==> src/rtl/vga_timing_pkg.sv <==
// Mode constants for the VGA raster generator plus the line/frame total helper.
// Pure constants and functions; no logic, no latency.
package vga_timing_pkg;

  // 640x480 @ 60 Hz, 25.175 MHz pixel clock
  localparam int VGA640_H_ACTIVE = 640;
  localparam int VGA640_H_FP     = 16;
  localparam int VGA640_H_SYNC   = 96;
  localparam int VGA640_H_BP     = 48;
  localparam int VGA640_V_ACTIVE = 480;
  localparam int VGA640_V_FP     = 10;
  localparam int VGA640_V_SYNC   = 2;
  localparam int VGA640_V_BP     = 33;
  localparam bit VGA640_HS_POL   = 1'b0;
  localparam bit VGA640_VS_POL   = 1'b0;
  localparam int VGA640_CNT_W    = 10;

  // 800x600 @ 60 Hz, 40 MHz pixel clock, positive syncs
  localparam int SVGA800_H_ACTIVE = 800;
  localparam int SVGA800_H_FP     = 40;
  localparam int SVGA800_H_SYNC   = 128;
  localparam int SVGA800_H_BP     = 88;
  localparam int SVGA800_V_ACTIVE = 600;
  localparam int SVGA800_V_FP     = 1;
  localparam int SVGA800_V_SYNC   = 4;
  localparam int SVGA800_V_BP     = 23;
  localparam bit SVGA800_HS_POL   = 1'b1;
  localparam bit SVGA800_VS_POL   = 1'b1;
  localparam int SVGA800_CNT_W    = 11;

  function automatic int total(input int active, input int fp, input int sync, input int bp);
    return active + fp + sync + bp;
  endfunction

endpackage

==> src/rtl/vga_timing_gen_if.sv <==
// Pixel-side bundle of the raster generator: pixel enable in, sync/enable/coordinates/strobes out.
// Master is the timing generator, slave is the pixel pipeline that supplies ce.
interface vga_timing_if #(
  parameter int CNT_W = 10
) ();

  logic             ce;
  logic             hsync;
  logic             vsync;
  logic             de;
  logic [CNT_W-1:0] x;
  logic [CNT_W-1:0] y;
  logic             line_start;
  logic             frame_start;

  modport master (
    input  ce,
    output hsync, vsync, de, x, y, line_start, frame_start
  );

  modport slave (
    output ce,
    input  hsync, vsync, de, x, y, line_start, frame_start
  );

endinterface

==> src/rtl/vga_axis_counter.sv <==
// One raster axis: wrapping counter with combinational region decode (active, sync level, wrap).
// Advances only when en is high; wrap pulses on the enabled cycle that rolls the count to 0.
module vga_axis_counter
  import vga_timing_pkg::*;
#(
  parameter int ACTIVE = 640,
  parameter int FP     = 16,
  parameter int SYNC   = 96,
  parameter int BP     = 48,
  parameter bit POL    = 1'b0,
  parameter int W      = 10
) (
  input  logic         clk25,
  input  logic         rst,
  input  logic         en,
  output logic [W-1:0] cnt,
  output logic         wrap,
  output logic         active,
  output logic         sync
);

  localparam int TOTAL = total(ACTIVE, FP, SYNC, BP);

  if (ACTIVE < 1 || FP < 1 || SYNC < 1 || BP < 1) begin : g_bad_timing
    $error("vga_axis_counter: every timing parameter must be at least 1");
  end

  if (W < 1 || W > 30 || TOTAL > (1 << W)) begin : g_bad_width
    $error("vga_axis_counter: total count does not fit in W bits");
  end

  localparam logic [W-1:0] C_ACT_END    = W'(ACTIVE);
  localparam logic [W-1:0] C_SYNC_START = W'(ACTIVE + FP);
  localparam logic [W-1:0] C_SYNC_END   = W'(ACTIVE + FP + SYNC - 1);
  localparam logic [W-1:0] C_LAST       = W'(TOTAL - 1);

  logic [W-1:0] r_cnt;
  logic         w_last;
  logic         w_in_sync;

  always_ff @(posedge clk25) begin
    if (rst) begin
      r_cnt <= '0;
    end else if (en) begin
      r_cnt <= w_last ? '0 : r_cnt + W'(1);
    end
  end

  assign w_last    = (r_cnt == C_LAST);
  assign w_in_sync = (r_cnt >= C_SYNC_START) && (r_cnt <= C_SYNC_END);

  assign cnt    = r_cnt;
  assign wrap   = en & w_last;
  assign active = (r_cnt < C_ACT_END);
  assign sync   = w_in_sync ? POL : ~POL;

endmodule

==> src/rtl/vga_timing_gen.sv <==
// Parametrised VGA raster timing generator; outputs lag the counters by one clk25, all aligned.
// No backpressure: ce gates advance, level outputs hold and strobes drop on ce=0 cycles.
module vga_timing_gen
  import vga_timing_pkg::*;
#(
  parameter int H_ACTIVE = VGA640_H_ACTIVE,
  parameter int H_FP     = VGA640_H_FP,
  parameter int H_SYNC   = VGA640_H_SYNC,
  parameter int H_BP     = VGA640_H_BP,
  parameter int V_ACTIVE = VGA640_V_ACTIVE,
  parameter int V_FP     = VGA640_V_FP,
  parameter int V_SYNC   = VGA640_V_SYNC,
  parameter int V_BP     = VGA640_V_BP,
  parameter bit HS_POL   = VGA640_HS_POL,
  parameter bit VS_POL   = VGA640_VS_POL,
  parameter int CNT_W    = VGA640_CNT_W
) (
  input  logic        clk25,
  input  logic        rst,
  vga_timing_if.master vga
);

  logic             w_ce;
  logic [CNT_W-1:0] w_h_cnt;
  logic [CNT_W-1:0] w_v_cnt;
  logic             w_h_wrap;
  logic             w_h_act;
  logic             w_h_sync;
  logic             w_v_en;
  logic             w_unused_v_wrap;
  logic             w_v_act;
  logic             w_v_sync;

  logic             r_hsync;
  logic             r_vsync;
  logic             r_de;
  logic [CNT_W-1:0] r_x;
  logic [CNT_W-1:0] r_y;
  logic             r_line_start;
  logic             r_frame_start;

  assign w_ce   = vga.ce;
  assign w_v_en = w_ce & w_h_wrap;

  vga_axis_counter #(
    .ACTIVE (H_ACTIVE),
    .FP     (H_FP),
    .SYNC   (H_SYNC),
    .BP     (H_BP),
    .POL    (HS_POL),
    .W      (CNT_W)
  ) u_h_axis (
    .clk25  (clk25),
    .rst    (rst),
    .en     (w_ce),
    .cnt    (w_h_cnt),
    .wrap   (w_h_wrap),
    .active (w_h_act),
    .sync   (w_h_sync)
  );

  // Vertical axis steps once per line, on the pixel that ends the line
  vga_axis_counter #(
    .ACTIVE (V_ACTIVE),
    .FP     (V_FP),
    .SYNC   (V_SYNC),
    .BP     (V_BP),
    .POL    (VS_POL),
    .W      (CNT_W)
  ) u_v_axis (
    .clk25  (clk25),
    .rst    (rst),
    .en     (w_v_en),
    .cnt    (w_v_cnt),
    .wrap   (w_unused_v_wrap),
    .active (w_v_act),
    .sync   (w_v_sync)
  );

  always_ff @(posedge clk25) begin
    if (rst) begin
      r_hsync       <= ~HS_POL;
      r_vsync       <= ~VS_POL;
      r_de          <= 1'b0;
      r_x           <= '0;
      r_y           <= '0;
      r_line_start  <= 1'b0;
      r_frame_start <= 1'b0;
    end else if (w_ce) begin
      r_hsync       <= w_h_sync;
      r_vsync       <= w_v_sync;
      r_de          <= w_h_act & w_v_act;
      r_x           <= w_h_cnt;
      r_y           <= w_v_cnt;
      r_line_start  <= (w_h_cnt == '0);
      r_frame_start <= (w_h_cnt == '0) && (w_v_cnt == '0);
    end else begin
      r_line_start  <= 1'b0;
      r_frame_start <= 1'b0;
    end
  end

  assign vga.hsync       = r_hsync;
  assign vga.vsync       = r_vsync;
  assign vga.de          = r_de;
  assign vga.x           = r_x;
  assign vga.y           = r_y;
  assign vga.line_start  = r_line_start;
  assign vga.frame_start = r_frame_start;

endmodule
==> src/flat_wrapper.sv <==
// flat-port wrapper written by rule: the top's interface ports become plain ports
module vga_timing_gen_flat import vga_timing_pkg::*;
#(
  parameter int H_ACTIVE = VGA640_H_ACTIVE,
  parameter int H_FP     = VGA640_H_FP,
  parameter int H_SYNC   = VGA640_H_SYNC,
  parameter int H_BP     = VGA640_H_BP,
  parameter int V_ACTIVE = VGA640_V_ACTIVE,
  parameter int V_FP     = VGA640_V_FP,
  parameter int V_SYNC   = VGA640_V_SYNC,
  parameter int V_BP     = VGA640_V_BP,
  parameter bit HS_POL   = VGA640_HS_POL,
  parameter bit VS_POL   = VGA640_VS_POL,
  parameter int CNT_W    = VGA640_CNT_W
)
  (clk25, rst, vga_ce, vga_hsync, vga_vsync, vga_de, vga_x, vga_y, vga_line_start, vga_frame_start);
  vga_timing_if #(.CNT_W(CNT_W)) vga_i ();
  input  logic clk25;
  input  logic rst;
  input wire logic [$bits(vga_i.ce)-1:0] vga_ce;
  output wire logic [$bits(vga_i.hsync)-1:0] vga_hsync;
  output wire logic [$bits(vga_i.vsync)-1:0] vga_vsync;
  output wire logic [$bits(vga_i.de)-1:0] vga_de;
  output wire logic [$bits(vga_i.x)-1:0] vga_x;
  output wire logic [$bits(vga_i.y)-1:0] vga_y;
  output wire logic [$bits(vga_i.line_start)-1:0] vga_line_start;
  output wire logic [$bits(vga_i.frame_start)-1:0] vga_frame_start;
  assign vga_i.ce = vga_ce;
  assign vga_hsync = vga_i.hsync;
  assign vga_vsync = vga_i.vsync;
  assign vga_de = vga_i.de;
  assign vga_x = vga_i.x;
  assign vga_y = vga_i.y;
  assign vga_line_start = vga_i.line_start;
  assign vga_frame_start = vga_i.frame_start;
  vga_timing_gen #(.H_ACTIVE(H_ACTIVE), .H_FP(H_FP), .H_SYNC(H_SYNC), .H_BP(H_BP), .V_ACTIVE(V_ACTIVE), .V_FP(V_FP), .V_SYNC(V_SYNC), .V_BP(V_BP), .HS_POL(HS_POL), .VS_POL(VS_POL), .CNT_W(CNT_W)) u_core (.clk25(clk25), .rst(rst), .vga(vga_i));
endmodule
==> config.mk <==
export PLATFORM = sky130hd
export DESIGN_NAME = vga_timing_gen_flat
export DESIGN_NICKNAME = d
export VERILOG_FILES = /design/src/rtl/vga_timing_pkg.sv /design/src/rtl/vga_timing_gen_if.sv /design/src/rtl/vga_axis_counter.sv /design/src/rtl/vga_timing_gen.sv /design/src/flat_wrapper.sv
export SDC_FILE = /design/constraint.sdc
export NUM_CORES = 1
export LEC_CHECK = 0
export BUFFER_PORTS_ARGS = -buffer_cell sky130_fd_sc_hd__clkbuf_2
export CORE_MARGIN = 2
export CORE_UTILIZATION = 50
export DETAILED_ROUTE_END_ITERATION = 12
export PLACE_DENSITY = 0.82
export SLEW_MARGIN = 20
export SYNTH_ARGS = -nofsm -noshare
export SYNTH_HDL_FRONTEND = slang
export SYNTH_SLANG_ARGS = --single-unit
==> constraint.sdc <==
create_clock -name clk25 -period 2 [get_ports clk25]
set_clock_uncertainty 0.05 [all_clocks]
set_input_delay 0.3 -clock clk25 [delete_from_list [all_inputs] [get_ports clk25]]
set_output_delay 0.3 -clock clk25 [all_outputs]
set_load 0.1 [all_outputs]
==> results of run 1 <==
-- metal layers --
metal / global-route usage / share of wire / vias to the layer above / wire [microns]
met1: 0.2655 / 0.44 / 804 / 1925
met3: 0.04561 / 0.055 / 10 / 237
met5: 0 / 0 / - / 0
met4: 0.07398 / 0.014 / 0 / 61
met2: 0.3638 / 0.49 / 58 / 2110
li1: - / - / 860 / -
-- registers in the layout, indices dropped and copies added (netlist names), 10 cells and up --
register / cells
u_core.vga.x: 10
u_core.vga.y: 10
u_core.u_h_axis.cnt: 10
u_core.u_v_axis.cnt: 10
-- worst max path at each step --
stage	startpoint	endpoint
2_1_floorplan	u_core.u_h_axis.cnt[0]	u_core.u_v_axis.cnt[7]
5_1_grt	u_core.u_h_axis.cnt[7]	u_core.u_v_axis.cnt[7]
4_1_cts	u_core.u_h_axis.cnt[5]	u_core.u_v_axis.cnt[7]
3_3_place_gp	u_core.u_h_axis.cnt[5]	u_core.u_v_axis.cnt[7]
6_report	u_core.u_h_axis.cnt[7]	u_core.u_v_axis.cnt[2]
3_5_place_dp	u_core.u_h_axis.cnt[5]	u_core.u_v_axis.cnt[5]
-- power by group through the flow --
stage | logic, W | clock network [W] | registers [W]
floorplan | 0.0000563 | 0 | 0.000982
global placement | 0.000127 | 0 | 0.000936
detailed placement | 0.000128 | 0 | 0.000937
CTS | 0.000128 | 0.000562 | 0.000916
global route | 0.000138 | 0.000601 | 0.000917
finish | 0.000129 | 0.000553 | 0.000916
-- metrics by stage --
step | setup slack [ps] | utilization | instance area, sq um | hold WS, ps | setup TNS, ps
after floorplan | 4.455 | - | 1963 | 432.6 | 0
after global placement | 68.30 | 0.6111 | 2271 | 411.3 | 0
after detailed placement | 35.37 | 0.6111 | 2271 | 426.0 | 0
after CTS | 19.45 | 0.6343 | 2357 | 351.9 | 0
after global routing | -55.39 | 0.6414 | 2384 | 363.5 | -120.6
final | -18.45 | 0.6414 | 2384 | 348.5 | -18.45
-- cells in the mapped netlist (5+ instances only) --
master,count,share of area
sky130_fd_sc_hd__a21oi_1,11,0.028
sky130_fd_sc_hd__clkbuf_1,10,0.019
sky130_fd_sc_hd__dfxtp_1,45,0.46
sky130_fd_sc_hd__ha_1,5,0.032
sky130_fd_sc_hd__inv_1,7,0.013
sky130_fd_sc_hd__mux2i_1,20,0.10
sky130_fd_sc_hd__nand2_1,10,0.019
sky130_fd_sc_hd__nand2b_1,5,0.016
sky130_fd_sc_hd__nand3_1,11,0.028
sky130_fd_sc_hd__nand4_1,6,0.019
sky130_fd_sc_hd__nor2_1,27,0.052
sky130_fd_sc_hd__nor3_1,11,0.028
sky130_fd_sc_hd__nor4_1,5,0.016
sky130_fd_sc_hd__o21ai_0,6,0.015
sky130_fd_sc_hd__xnor2_1,5,0.022
-- final cells by class --
type	count	area, sq um
clock buffer	7	86.33
inverter	7	26.28
sequential	45	902.1
multi-input combinational	152	985.9
fill	313	1333
tap	48	60.06
timing repair buffer	52	322.8
-- logic make-up (layout without fill, tap and decap cells) --
family                     count (synthesis)  count (layout)  synth area share
adders and majority gates                  5               5           0.03187
AOI/OAI and AO/OA                         27              27           0.08349
xor gates and xnor gates                   8               8           0.03569
buffers and inverters                     21              66           0.04398
DFF                                       45              45            0.4589
and+or+nand+nor                           92              92            0.2441
muxes                                     20              20            0.1020
-- what timing repair did --
action                                  CTS  global route
endpoints found under the setup margin    0             6
hold buffers                              0             0
resized for setup                         0             4
buffers inserted                          0             2
==> metrics.md, run 1 <==
| Metric | Value |
|---|---|
| Number of gates on the worst path with buffers counted | 5 |
| Critical Path End Type | flip-flop |
| Yosys warning count | 0 |
| Placed insts | 302 |
| Worst reg-to-reg path cell count | 5 |
| Via/cell ratio | 5.569 |
| Clock latency reported for the late side of the worst-skew pair | 300 ps |
| Post-synthesis cell area | 1963 sq um |
| Sw Share | 0.2393 |
| Setup violators final | 1 |
| WS Path Type | reg2reg |
| Placer's final routability congestion estimate | 0.9046 |
| Setup repair after global routing missed its margin | true |
| Final critical-path setup slack | -18.45 ps |
| Sinks on Clock Net | 45 |
| Start of the worst register-to-register path | u_core.u_h_axis.cnt[7] |
| Library cell used as clock root buffer | sky130_fd_sc_hd__clkbuf_8 |
| Area added between synthesis and finish | 21.42% |
| Top flip-flop cell by instance count after synthesis | sky130_fd_sc_hd__dfxtp_1 |
| Cell Chain, Critical Path | or3_4 -> or4_4 -> buf_4 -> or3_1 -> a21oi_1 |
| Gate family responsible for the most delay along the worst path | simple AND/OR/NAND/NOR gates |
| Clk pwr share | 0.346 |
| FMAX | 495.4 MHz |
| Shortest period the worst path allows | 2018 ps |
| P per Cell Area | 670.3 nW/um^2 |
| Start point of the worst min-delay path | rst |
| Horizontal extent of the die | 66.66 microns |
| Share of flip-flops with an asynchronous set or reset | 0 |
| Sequential group share of total power | 0.573 |
| Sequential element share of the synthesized area | 0.4589 |
| Yosys reg bits | 45 |
| Most frequent cells in the layout | sky130_fd_sc_hd__dfxtp_1 (44), sky130_fd_sc_hd__nor2_1 (27), sky130_fd_sc_hd__clkbuf_2 (27) |
| Ratio of cells with drive above 1 in the final layout | 0.2395 |
| Worst reg2reg path endpoint | u_core.u_v_axis.cnt[2] |
| Most common cell after layout, fill and taps aside | sky130_fd_sc_hd__dfxtp_1 |
| Starting utilization of the core area | 0.5283 |
| Violated checks | setup timing |
| DRC violations left | 0 |
| Clock tree from TritonCTS | yes |
| Syn Area/Cell | 9.005 sq um |
| Cell internal power dissipation | 0.001215 W |
| Crit Path Max Fanout | 8 |
| Proportion of power drawn by combinational gates | 0.080 |
| Number of enable flip-flop cells after synthesis | 0 |
| Worst Path Arrival | 2200 ps |
| Crit path launch type | flip-flop |
| Area of the die | 4444 sq um |
| Overall via count from detail_route | 1732 |
| I/O pin count | 28 |
| Global-route wire length before repair | 7217 microns |
| Worst hold path endpoint | u_core.u_v_axis.cnt[0] |
| Power spent charging and discharging nets | 0.0003823 W |
| Maximum resistive drop on vdd | 0.0004934 V |
| Post-synth cell types | 36 |
| Post-Syn Instances | 218 |
| Largest net degree at the start of global routing | 35 |
| Worst-margin pin slew | 548.2 ps |
| DRC marker count from the first detailed-route iteration | 127 |
| Wirelength per Cell | 13.94 microns |
| Max-slew headroom | 0.6361 |
| Status | finished, violations left |
| Delay of the slowest critical-path stage | 570 ps |
| CP max-delay cell | sky130_fd_sc_hd__or4_4 |
| Hold violation count in the final report | 0 |
| Max Root-Sink Buffers | 2 |
| Pleak | 0.9778 nW |
| Worst hold-check path type | in2reg |
| Final slew viol count | 0 |
| Setup slack on the worst flop-to-flop path | -20 ps |
| Finished Layout Cells | 311 |
| Wire length reported by the detailed router | 4334 microns |
| Tcrit/Tclk final | 1.009 |
| Max-cap check violation count | 0 |
| Area of the placeable core | 3716 sq um |
| WP data required | 2180 ps |
| Clock input transition at the sequential cells of the worst setup and hold paths | 80 ps |
| Post-synth net total | 226 |
| Number of antenna cells inserted | 0 |
| Die height | 66.66 microns |
| Sum of buffers and inverters on the critical path | 1 |
| Inserted Clock Buffers | 5 |
| Port Buffers | 27 |
| Half-perimeter wire length of the detailed placement result | 3086 microns |
| Number of global-route vias before repair | 1615 |
| Total global routing overflow | 0 |
| Nets | 271 |
| H-tree depth reported by CTS | 2 |
| Overall power | 0.001598 W |
| Detailed Routing Iterations Pass 1 | 4 |
| Number of antenna violations at the first check in global routing | 0 |
| Row Count | 22 |
| Global router's overall resource usage | 0.2136 |
| Hold-critical path depth | 2 |
| ANT nets after route | 0 |
Power figures use the tool's default switching activity.
==> run 2, diff against run 1 <==
Settings changed: PLACE_DENSITY 0.82 to 0.74.
==> metrics.md, run 2 (synthesis gave the netlist of run 1 again) <==
| Metric | Value |
|---|---|
| WS Path Type | reg2reg |
| Horizontal extent of the die | 66.66 microns |
| Via/cell ratio | 5.641 |
| Shortest period the worst path allows | 2064 ps |
| Setup Slack @ Placement | 39.37 ps |
| Worst-margin pin slew | 541.4 ps |
| I/O pin count | 28 |
| Crit Path Max Fanout | 5 |
| Nets | 270 |
| Worst Path Arrival | 2250 ps |
| Max Root-Sink Buffers | 2 |
| Clk pwr share | 0.326 |
| Global-route wire length before repair | 7424 microns |
| Overall via count from detail_route | 1743 |
| Critical Path End Type | flip-flop |
| Port Buffers | 27 |
| H-tree depth reported by CTS | 2 |
| Clock tree from TritonCTS | yes |
| Hold violation count in the final report | 0 |
| Inserted Clock Buffers | 5 |
| Number of antenna violations at the first check in global routing | 0 |
| Overall power | 0.001556 W |
| Cell Area, Placed | 2256 sq um |
| Sequential group share of total power | 0.587 |
| Final TNS setup | -84.20 ps |
| Setup violators final | 2 |
| Worst reg2reg path endpoint | u_core.u_v_axis.cnt[7] |
| Post-CTS Hold Fix Bufs | 0 |
| DRC marker count from the first detailed-route iteration | 90 |
| Most frequent cells in the layout | sky130_fd_sc_hd__dfxtp_1 (44), sky130_fd_sc_hd__nor2_1 (27), sky130_fd_sc_hd__clkbuf_2 (27) |
| Worst setup path startpoint | u_core.u_h_axis.cnt[7] |
| Proportion of power drawn by combinational gates | 0.087 |
| Area added between synthesis and finish | 21.48% |
| Most common cell after layout, fill and taps aside | sky130_fd_sc_hd__dfxtp_1 |
| Hold-critical path depth | 2 |
| Max-slew headroom | 0.6406 |
| Largest net degree at the start of global routing | 34 |
| Worst reg-to-reg path cell count | 4 |
| Detailed Routing Iterations Pass 1 | 5 |
| Half-perimeter wire length of the detailed placement result | 3113 microns |
| Global router's overall resource usage | 0.2250 |
| Clock input transition at the sequential cells of the worst setup and hold paths | 80 ps |
| Power spent charging and discharging nets | 0.0003827 W |
| Crit path launch type | flip-flop |
| FMAX | 484.4 MHz |
| Sw Share | 0.2459 |
| Total global routing overflow | 0 |
| Starting utilization of the core area | 0.5283 |
| Start of the worst register-to-register path | u_core.u_h_axis.cnt[7] |
| Final critical-path setup slack | -64.25 ps |
| Worst hold path endpoint | u_core.u_v_axis.cnt[0] |
| Placer's final routability congestion estimate | 0.8453 |
| Area of the die | 4444 sq um |
| Number of antenna cells inserted | 0 |
| Sinks on Clock Net | 45 |
| Violated checks | setup timing |
| Area of the placeable core | 3716 sq um |
| Setup slack on the worst flop-to-flop path | -60 ps |
| Setup repair after global routing missed its margin | true |
| Start point of the worst min-delay path | rst |
| Count of fill cells added during filler insertion | 351 |
| Tcrit/Tclk final | 1.032 |
| Pleak | 0.9717 nW |
| Cell internal power dissipation | 0.001174 W |
| ANT nets after route | 0 |
| Worst hold-check path type | in2reg |
| Ratio of cells with drive above 1 in the final layout | 0.2490 |
| Hold Worst Slack | 395.2 ps |
| Wire length reported by the detailed router | 4450 microns |
| Number of global-route vias before repair | 1544 |
| DRC violations left | 0 |
| Row Count | 22 |
| Max-cap check violation count | 0 |
| P per Cell Area | 652.6 nW/um^2 |
| Die height | 66.66 microns |
| Status | finished, violations left |
| WP data required | 2180 ps |
| Library cell used as clock root buffer | sky130_fd_sc_hd__clkbuf_8 |
| Final slew viol count | 0 |
| Wirelength per Cell | 14.40 microns |
| Maximum resistive drop on vdd | 0.0003810 V |
| Clock latency reported for the late side of the worst-skew pair | 290 ps |
| Final instance area | 2385 sq um |
==> run 2: stage by stage <==
| step | std cells | util |
|---|---|---|
| 4_1_cts | 306 | 0.6269 |
| 3_3_place_gp | 300 | 0.6071 |
| 6_report | 309 | 0.6418 |
| 5_1_grt | 309 | 0.6418 |
| 2_1_floorplan | 218 | - |
| 3_5_place_dp | 300 | 0.6071 |
==> run 2: worst max-delay path, stage by stage, from the launching register on <==
cell,delay (ps)
sky130_fd_sc_hd__dfxtp_2,320
sky130_fd_sc_hd__or3_4,390
sky130_fd_sc_hd__or4_4,560
sky130_fd_sc_hd__or4_1,530
sky130_fd_sc_hd__a21oi_1,150
==> run 2: routing by layer <==
metal | routed length, microns | track usage | vias to the layer above
met1 | 2163 | 0.3158 | 811
met2 | 1960 | 0.3225 | 63
met3 | 258 | 0.05912 | 7
met5 | 0 | 0 | -
met4 | 67 | 0.09694 | 0
li1 | - | - | 862
==> run 2: how the worst max path moves through the flow <==
stage                     cells past startpoint  slack, ps                     end
final                                         4        -60  u_core.u_v_axis.cnt[7]
after global routing                          4       -110  u_core.u_v_axis.cnt[7]
after CTS                                     5         20  u_core.u_v_axis.cnt[8]
after detailed placement                      5         40  u_core.u_v_axis.cnt[2]
after global placement                        5         80  u_core.u_v_axis.cnt[8]
after floorplan                               5          4  u_core.u_v_axis.cnt[7]
==> run 2: timing repair <==
action / 4_1_cts / 5_1_grt
setup endpoints to repair: 0 / 7
buffers inserted: 0 / 3
gates resized for setup: 0 / 8
==> run 2: power groups by stage <==
| stage | clock network, W | registers (W) | logic [W] |
|---|---|---|---|
| CTS | 0.000517 | 0.000913 | 0.000136 |
| global placement | 0 | 0.000934 | 0.000134 |
| detailed placement | 0 | 0.000935 | 0.000136 |
| floorplan | 0 | 0.000982 | 0.0000563 |
| global route | 0.000571 | 0.000914 | 0.000145 |
| finish | 0.000507 | 0.000913 | 0.000136 |
==> run 2: layout make-up <==
type / instances / area, sq um / area share
Multi-Input combinational cell: 152 / 999.7 / 0.4192
Tap cell: 48 / 60.06 / 0.02518
Sequential cell: 45 / 902.1 / 0.3783
Timing Repair Buffer: 51 / 322.8 / 0.1354
Clock buffer: 5 / 68.82 / 0.02886
Clock inverter: 1 / 5.005 / 0.002099
Inverter: 7 / 26.28 / 0.01102
==> run 3, diff against run 2 <==
Settings changed: ABC_AREA set to 1, CAP_MARGIN set to 20, CORE_UTILIZATION 50 to 51, MAX_ROUTING_LAYER set to met4, PLACE_DENSITY 0.74 to 0.75.
==> metrics.md, run 3 <==
| Metric | Value |
|---|---|
| Status | complete, no violations |
| Maximum resistive drop on vdd | 0.0005902 V |
| Shortest period the worst path allows | 1680 ps |
| Max-cap check violation count | 0 |
| Inserted Clock Buffers | 5 |
| Row Count | 23 |
| Worst hold-check path type | in2reg |
| Cts repair resizes | 0 |
| Post-synth net total | 297 |
| Yosys top cell by area | sky130_fd_sc_hd__dfxtp_1 |
| Setup fix buffers added after clock tree synthesis | 0 |
| Wirelength per Cell | 13.01 microns |
| Post-synth cell types | 27 |
| Total global routing overflow | 0 |
| Delay of the slowest critical-path stage | 390 ps |
| Crit Path Max Fanout | 15 |
| Tcrit/Tclk final | 0.8399 |
| Clock latency reported for the late side of the worst-skew pair | 300 ps |
| DRC violations left | 0 |
| Most frequent cells in the layout | sky130_fd_sc_hd__nand2_1 (70), sky130_fd_sc_hd__dfxtp_1 (45), sky130_fd_sc_hd__a21oi_1 (33) |
| Clock tree from TritonCTS | yes |
| Library cell used as clock root buffer | sky130_fd_sc_hd__clkbuf_8 |
| Area share of the leading cell type in the synthesized netlist | 0.4356 |
| Clock input transition at the sequential cells of the worst setup and hold paths | 90 ps |
| Critical path's most frequent cell | sky130_fd_sc_hd__nand2_1 |
| Setup repair after global routing missed its margin | false |
| Critical Path End Type | flip-flop |
| Area added between synthesis and finish | 13.97% |
| H-tree depth reported by CTS | 2 |
| ANT nets after route | 0 |
| Cells taking the most area after synthesis | sky130_fd_sc_hd__dfxtp_1 (44%), sky130_fd_sc_hd__nand2_1 (13%), sky130_fd_sc_hd__a21oi_1 (8.0%) |
| Number of antenna violations at the first check in global routing | 0 |
| Area of the die | 4581 sq um |
| Most common cell after layout, fill and taps aside | sky130_fd_sc_hd__nand2_1 |
| Port Buffers | 27 |
| Final TNS setup | 0 ps |
| Hold Worst Slack | 241.5 ps |
| Worst-margin pin slew | 547.3 ps |
| DRC marker count from the first detailed-route iteration | 162 |
| Placer's final routability congestion estimate | 0.8955 |
| Horizontal extent of the die | 67.68 microns |
| Worst Path Arrival | 1840 ps |
| P per Cell Area | 829.9 nW/um^2 |
| Area of the placeable core | 3943 sq um |
| Final core area utilization | 0.5979 |
| Nets | 324 |
| Sum of buffers and inverters on the critical path | 2 |
| Sequential element share of the synthesized area | 0.4356 |
| Starting utilization of the core area | 0.5246 |
| FMAX | 595.3 MHz |
| I/O pin count | 28 |
| WS Path Type | reg2reg |
| Yosys warning count | 0 |
| Most common cell in the netlist | sky130_fd_sc_hd__nand2_1 |
| Top post-synthesis cells by count | sky130_fd_sc_hd__nand2_1 (70), sky130_fd_sc_hd__dfxtp_1 (45), sky130_fd_sc_hd__a21oi_1 (33) |
| WP data required | 2160 ps |
| Die height | 67.68 microns |
| CP max-delay cell | sky130_fd_sc_hd__dfxtp_1 |
| Wire length reported by the detailed router | 4773 microns |
| Half-perimeter wire length of the detailed placement result | 3450 microns |
| Cell Chain, Critical Path | ha_1 -> nand2_1 -> nor2_4 -> nand2_4 -> nor2_8 -> inv_2 -> nand2_2 -> nand2_1 -> nand2_1 -> inv_1 |
| Max Root-Sink Buffers | 2 |
| Max-slew headroom | 0.6367 |
| Global router's overall resource usage | 0.2361 |
| Final slew viol count | 0 |
| Top flip-flop cell by instance count after synthesis | sky130_fd_sc_hd__dfxtp_1 |
| Crit path launch type | flip-flop |
| Overall via count from detail_route | 2022 |
| Post-CTS Hold Fix Bufs | 0 |
| Number of enable flip-flop cells after synthesis | 0 |
| Gate family responsible for the most delay along the worst path | simple AND/OR/NAND/NOR gates |
| Detailed Routing Iterations Pass 1 | 5 |
| Setup violators final | 0 |
| Post-Syn Instances | 289 |
| Number of global-route vias before repair | 1677 |
| Number of antenna cells inserted | 0 |
| Overall power | 0.001956 W |
| Syn Area/Cell | 7.157 sq um |
| Pleak | 1.033 nW |
| Hold violation count in the final report | 0 |
| Share of flip-flops with an asynchronous set or reset | 0 |
| Largest net degree at the start of global routing | 43 |
| Global-route wire length before repair | 7921 microns |
| Post-synthesis cell area | 2068 sq um |
| Via/cell ratio | 5.510 |
| Ratio of cells with drive above 1 in the final layout | 0.1514 |
| Sinks on Clock Net | 45 |
| Yosys reg bits | 45 |
[run 3: stage by stage]
stage          area [sq um]  worst slack, ps  std cells
2_1_floorplan          2068            601.7        289
3_3_place_gp           2237            393.7        359
3_5_place_dp           2237            337.2        359
4_1_cts                2357            328.5        367
5_1_grt                2357            186.6        367
6_report               2357            320.3        367
[run 3: path summary, 6_finish.rpt]
kind,cells past startpoint,endpoint,slack (ps),startpoint
worst max-delay path,10,u_core.u_v_axis.cnt[3],320,u_core.u_h_axis.cnt[1]
worst min-delay path,3,u_core.vga.hsync,240,vga_ce
worst max register to register,10,u_core.u_v_axis.cnt[3],320,u_core.u_h_axis.cnt[1]
worst min register to register,2,u_core.vga.x[0],420,u_core.vga.x[0]
[run 3: routing by layer]
metal | global-route usage | share of wire
met1 | 0.3491 | 0.47
met2 | 0.3162 | 0.42
met3 | 0.04500 | 0.092
met4 | 0.08163 | 0.012
met5 | - | 0
[run 3: power breakdown]
part	leakage, nW	switching, W	internal (W)
combinational	0.609	0.000242	0.0000433
sequential	0.367	0.0000146	0.000923
clock	0.0574	0.000326	0.000406
total	1.03	0.000583	0.00137
[run 3: cell type report]
class | count | area, sq um
tap | 50 | 62.56
sequential | 45 | 900.9
clock buffer | 6 | 82.58
clock inverter | 2 | 37.54
multi-input combinational | 203 | 996.0
inverter | 30 | 112.6
fill | 368 | 1585
timing repair buffer | 31 | 165.2
[run 3: cell families (layout without fill, tap and decap cells)]
logic type	Yosys count	in the layout	synth area share
fa+ha+maj	5	5	0.03025
compound gates	55	55	0.1355
flops	45	45	0.4356
simple gates	141	141	0.3073
xor+xnor	2	2	0.008471
buf+inv	41	69	0.08288
[run 3: worst min-delay path, cell delays in order]
cell and delay, ps:
sky130_fd_sc_hd__clkbuf_2 140, sky130_fd_sc_hd__nand2_1 70, sky130_fd_sc_hd__nand2_1 60
